==> src/rtl/uart_tx_arb.sv <==
// Round-robin arbiter that funnels four byte requesters into one UART transmitter over the xmitH/xmit_doneH handshake.
// Grant lands one edge after a request seen in IDLE; stalled handshakes are bounded by ACK_TO/DONE_TO and flagged in timeout_err.
module uart_tx_arb #(
  parameter int          ACK_TO  = 4,
  parameter logic [15:0] DONE_TO = 16'd4095
) (
  input  logic        sys_clk,
  input  logic        sys_rst_l,
  input  logic [3:0]  req,
  input  logic [31:0] req_data,
  output logic [3:0]  gnt,
  output logic        xmitH,
  output logic [7:0]  xmit_dataH,
  input  logic        xmit_doneH,
  output logic        busy,
  output logic        timeout_err,
  input  logic        err_clr
);

  typedef enum logic [1:0] {IDLE, LAUNCH, ACK_WAIT, DONE_WAIT} state_t;

  localparam logic [15:0] ACK_LIM  = 16'(ACK_TO - 1);
  localparam logic [15:0] DONE_LIM = DONE_TO - 16'd1;

  state_t      state, stateNxt;
  logic [15:0] waitCnt, waitCntNxt;
  logic [1:0]  lastWinner, lastWinnerNxt;
  logic [1:0]  winIdx;
  logic        winFound;
  logic [3:0]  gntNxt;
  logic        xmitNxt;
  logic [7:0]  dataNxt;
  logic        busyNxt;
  logic        errNxt;

  // Search starts one past the previous winner; k=4 wraps back to the previous winner itself.
  always_comb begin
    winFound = 1'b0;
    winIdx   = lastWinner;
    for (int k = 1; k <= 4; k++) begin
      if (!winFound && req[lastWinner + 2'(k)]) begin
        winFound = 1'b1;
        winIdx   = lastWinner + 2'(k);
      end
    end
  end

  always_comb begin
    stateNxt      = state;
    waitCntNxt    = waitCnt;
    lastWinnerNxt = lastWinner;
    gntNxt        = 4'b0000;
    xmitNxt       = 1'b0;
    dataNxt       = xmit_dataH;
    errNxt        = timeout_err & ~err_clr;

    case (state)
      IDLE: begin
        if (xmit_doneH && winFound) begin
          stateNxt      = LAUNCH;
          gntNxt        = 4'b0001 << winIdx;
          xmitNxt       = 1'b1;
          dataNxt       = req_data[{winIdx, 3'b000} +: 8];
          lastWinnerNxt = winIdx;
        end
      end
      LAUNCH: begin
        stateNxt   = ACK_WAIT;
        waitCntNxt = 16'd0;
      end
      ACK_WAIT: begin
        if (!xmit_doneH) begin
          stateNxt   = DONE_WAIT;
          waitCntNxt = 16'd0;
        end else if (waitCnt >= ACK_LIM) begin
          errNxt   = 1'b1;
          stateNxt = IDLE;
        end else begin
          waitCntNxt = waitCnt + 16'd1;
        end
      end
      DONE_WAIT: begin
        if (xmit_doneH) begin
          stateNxt = IDLE;
        end else if (waitCnt >= DONE_LIM) begin
          errNxt   = 1'b1;
          stateNxt = IDLE;
        end else begin
          waitCntNxt = waitCnt + 16'd1;
        end
      end
      default: stateNxt = IDLE;
    endcase

    busyNxt = (stateNxt != IDLE);
  end

  always_ff @(posedge sys_clk or negedge sys_rst_l) begin
    if (!sys_rst_l) begin
      state       <= IDLE;
      waitCnt     <= 16'd0;
      lastWinner  <= 2'd3;
      gnt         <= 4'b0000;
      xmitH       <= 1'b0;
      xmit_dataH  <= 8'h00;
      busy        <= 1'b0;
      timeout_err <= 1'b0;
    end else begin
      state       <= stateNxt;
      waitCnt     <= waitCntNxt;
      lastWinner  <= lastWinnerNxt;
      gnt         <= gntNxt;
      xmitH       <= xmitNxt;
      xmit_dataH  <= dataNxt;
      busy        <= busyNxt;
      timeout_err <= errNxt;
    end
  end

endmodule

==> config.mk <==
export PLATFORM = sky130hd
export DESIGN_NAME = uart_tx_arb
export DESIGN_NICKNAME = d
export VERILOG_FILES = /design/src/rtl/uart_tx_arb.sv
export SDC_FILE = /design/constraint.sdc
export NUM_CORES = 1
export LEC_CHECK = 0
export BUFFER_PORTS_ARGS = -buffer_cell sky130_fd_sc_hd__clkbuf_2
export CORE_MARGIN = 1
export CORE_UTILIZATION = 50
export DETAILED_ROUTE_END_ITERATION = 12
export PLACE_DENSITY_LB_ADDON = 0.12
export SLEW_MARGIN = 10
export SYNTH_ARGS = -nofsm -noshare
export SYNTH_HDL_FRONTEND = slang
export SYNTH_SLANG_ARGS = --single-unit
==> constraint.sdc <==
create_clock -name sys_clk -period 4.3 [get_ports sys_clk]
set_input_delay 0.215 -clock sys_clk [delete_from_list [all_inputs] [get_ports sys_clk]]
set_output_delay 0.215 -clock sys_clk [all_outputs]
set_load 0.02 [all_outputs]
==> reports/results.tsv <==
stage	metric	value	unit
detailed_routing	first_iter_violations	75	
synth	synth_top_family_by_area	simple AND/OR/NAND/NOR gates	
detailed_routing	routed_wl	3992	um
detailed_routing	via_per_inst	5.534	
timing	hold_violations	0	
floorplanning	dieArea	4023	um2
floorplanning	chipHeight	63.43	um
synth	synth-simple-area-share	21.82	%
timing	fin_ws	2185	ps
floorplanning	initial_utilization	54.40	%
detailed_routing	post-route-drc-count	0	
power_and_ir_drop	leakage	1.146	nW
clock_tree	clk_latency	280	ps
timing	finalSetupTns	0	ps
timing	finalCritPeriodShare	49.20	%
synth	synthesis.area	1887	um2
global_route	grtUsageTotal	22.05	%
power_and_ir_drop	peakVddDrop	0.3034	mV
clock_tree	cts_resized	0	
worst_setup_path	cp_max_fo	8	
global_route	grt_start_max_net_pins	36	
floorplanning	core_area	3468	um2
synth	ys_seq_area_share	46.55	%
final_layout	drive_gt1_share	30.74	%
worst_setup_path	arrival	2280	ps
synth	synth_xor_xnor_area_share	1.857	%
synth	synthCells	187	
clock_tree	h-tree-depth	2	
placed_design	post-place-ws	2224	ps
synth	synth_compound_area_share	14.66	%
global_route	grt_pass1_vias	1559	
timing	whs	29.89	ps
synth	synth.largest_area_cell	dfrtp_1	
synth	synth_adder_area_share	1.326	%
floorplanning	fp.dieW	63.43	um
final_layout	mostFrequentLayoutCell	clkbuf_2	
synth	async_flop_share	100.0	%
status	run_status	complete, no violations	
synth	synth-edff-count	0	
timing	slew_headroom	43.43	%
synth	synthFlopType	dfrtp_1	
timing	min_period	2115	ps
worst_setup_path	cp-end-kind	register	
timing	clock-skew-final	3.275	ps
timing	tightest_slew	825.0	ps
hold_path	min_path_type	in2async	
timing	drv_slew	0	
synth	synth_top_area_share	43.77	%
detailed_routing	drt_first_pass_iters	4	
placed_design	dpl.cell_count	282	
worst_setup_path	worstPathRequired	4460	ps
synth	synth_warnings	0	
synth	avgSynthCellArea	10.09	um2
worst_setup_path	start_kind	register	
clock_tree	cts_sinks	35	
final_layout	fill_cells	306	
synth	syn_nets	229	
worst_setup_path	critPathKind	reg2reg	
placed_design	io_buffers	54	
final_layout	layout.nets	285	
clock_tree	clock_path_buffers	2	
detailed_routing	antenna_left	0	
synth	synth.top_cells.by_area	dfrtp_1, mux2i_1, nand2_1, o221ai_1, o21ai_0	
clock_tree	clk_pin_slew	70	ps
synth	synth_mux_area_share	10.15	%
detailed_routing	num_vias	1605	
global_route	gr-total-overflow	0	
clock_tree	hold_buffers	0	
global_route	grt_pass1_wl	6879	um
worst_setup_path	reg2reg_slack	2180	ps
final_layout	layout_common_cells	clkbuf_2, dfrtp_1, nand2_1, mux2i_1, nor2_1	
floorplanning	io_pins	55	
flow_run	cap_violations	0	
synth	synth_seq_cells	35	
timing	clock.fmax	0.4727	GHz
floorplanning	rows	21	
final_layout	area_delta_synth_final	23.08	%
final_layout	n_antenna_cell	0	
final_layout	instances_no_fill	290	
placed_design	hpwl	2976	um
placed_design	gp_congestion	0.8488	
timing	setup_viol	0	
clock_tree	root_buffer	clkbuf_8	
detailed_routing	wl_per_cell	13.77	um
global_route	grt_antenna_before_repair	0	
power_and_ir_drop	p_per_area	543.2	nW/um2
timing	rsz0062_at_grt	false	
clock_tree	numCtsBuffers	5	
clock_tree	cts_tree	built	
clock_tree	post_cts_buffers	0	
synth	synthDistinctLibCells	44	
through the flow:
step	power, mW	instance area (um2)	util [%]
2_1_floorplan	0.8175	1887	-
3_3_place_gp	0.9594	2205	63.56
3_5_place_dp	0.9672	2205	63.56
4_1_cts	1.274	2322	66.96
5_1_grt	1.344	2322	66.96
6_report	1.261	2322	66.96
critical path: stages (launching register included):
cell and delay (ps):
dfrtp_1 440, inv_1 80, ha_1 150, o2111ai_1 120, or3_1 480, a221oi_4 450, or2_4 220, o21ai_1 60
cell usage after synthesis, types with 2 or more instances:
master / instances
o31ai_1: 2
dfrtp_1: 33
nand2b_1: 5
inv_1: 9
nor2_1: 14
o21a_1: 2
mux2i_1: 18
a21oi_1: 5
xor2_1: 3
nand4_1: 4
nor3_1: 4
nand2_1: 19
or3_1: 4
nand3_1: 7
buf_2: 4
o21ai_0: 11
o221ai_1: 8
dfstp_2: 2
ha_1: 2
and2_1: 4
nor4_1: 4
cell families (layout without fill, tap and decap cells):
group | after synthesis | count (layout)
DFF | 35 | 35
adders and majority gates | 2 | 2
and+or+nand+nor | 75 | 75
buffers and inverters | 15 | 72
muxes | 19 | 19
xor gates and xnor gates | 4 | 4
AOI/OAI and AO/OA | 37 | 37
path summary, 6_finish.rpt:
kind / cells past startpoint / from / end
max: 7 / waitCnt[0]$_DFFE_PN0P_ / waitCnt[0]$_DFFE_PN0P_
min: 1 / sys_rst_l / waitCnt[7]$_DFFE_PN0P_
max reg2reg: 7 / waitCnt[0]$_DFFE_PN0P_ / waitCnt[0]$_DFFE_PN0P_
min reg2reg: 2 / xmit_dataH[1]$_DFFE_PN0P_ / xmit_dataH[1]$_DFFE_PN0P_
max in group asynchronous: 1 / sys_rst_l / waitCnt[12]$_DFFE_PN0P_
min in group sys_clk: 4 / err_clr / timeout_err$_DFF_PN0_
power breakdown:
group | internal, mW | switching (mW)
logic | 0.202 | 0.288
registers | 0.408 | 0.0641
clock network | 0.187 | 0.112
routing by layer:
layer	wire length (um)	global-route usage, %	part of all wire (%)	vias up
li1	-	-	-	793
met1	1936	29.34	48	775
met2	1860	34.84	47	30
met3	159	5.797	4.0	7
met4	36	7.102	0.90	0
met5	0	0	0	-
sequential cells by signal (all words and copies together), names as in the netlist:
name / count
waitCnt: 16
xmit_dataH: 8
gnt: 4
lastWinner: 2
state: 2
busy: 1
timeout_err: 1
xmitH: 1
layout make-up:
class / count / area [um2] / area share (%)
Multi-Input combinational cell: 137 / 957.2 / 41.22
Sequential cell: 35 / 878.3 / 37.82
Timing Repair Buffer: 55 / 277.8 / 11.96
Clock buffer: 6 / 82.58 / 3.556
Tap cell: 46 / 57.56 / 2.478
Clock inverter: 2 / 35.03 / 1.509
Inverter: 9 / 33.78 / 1.455
No activity file was read; power rests on OpenSTA's default activity.
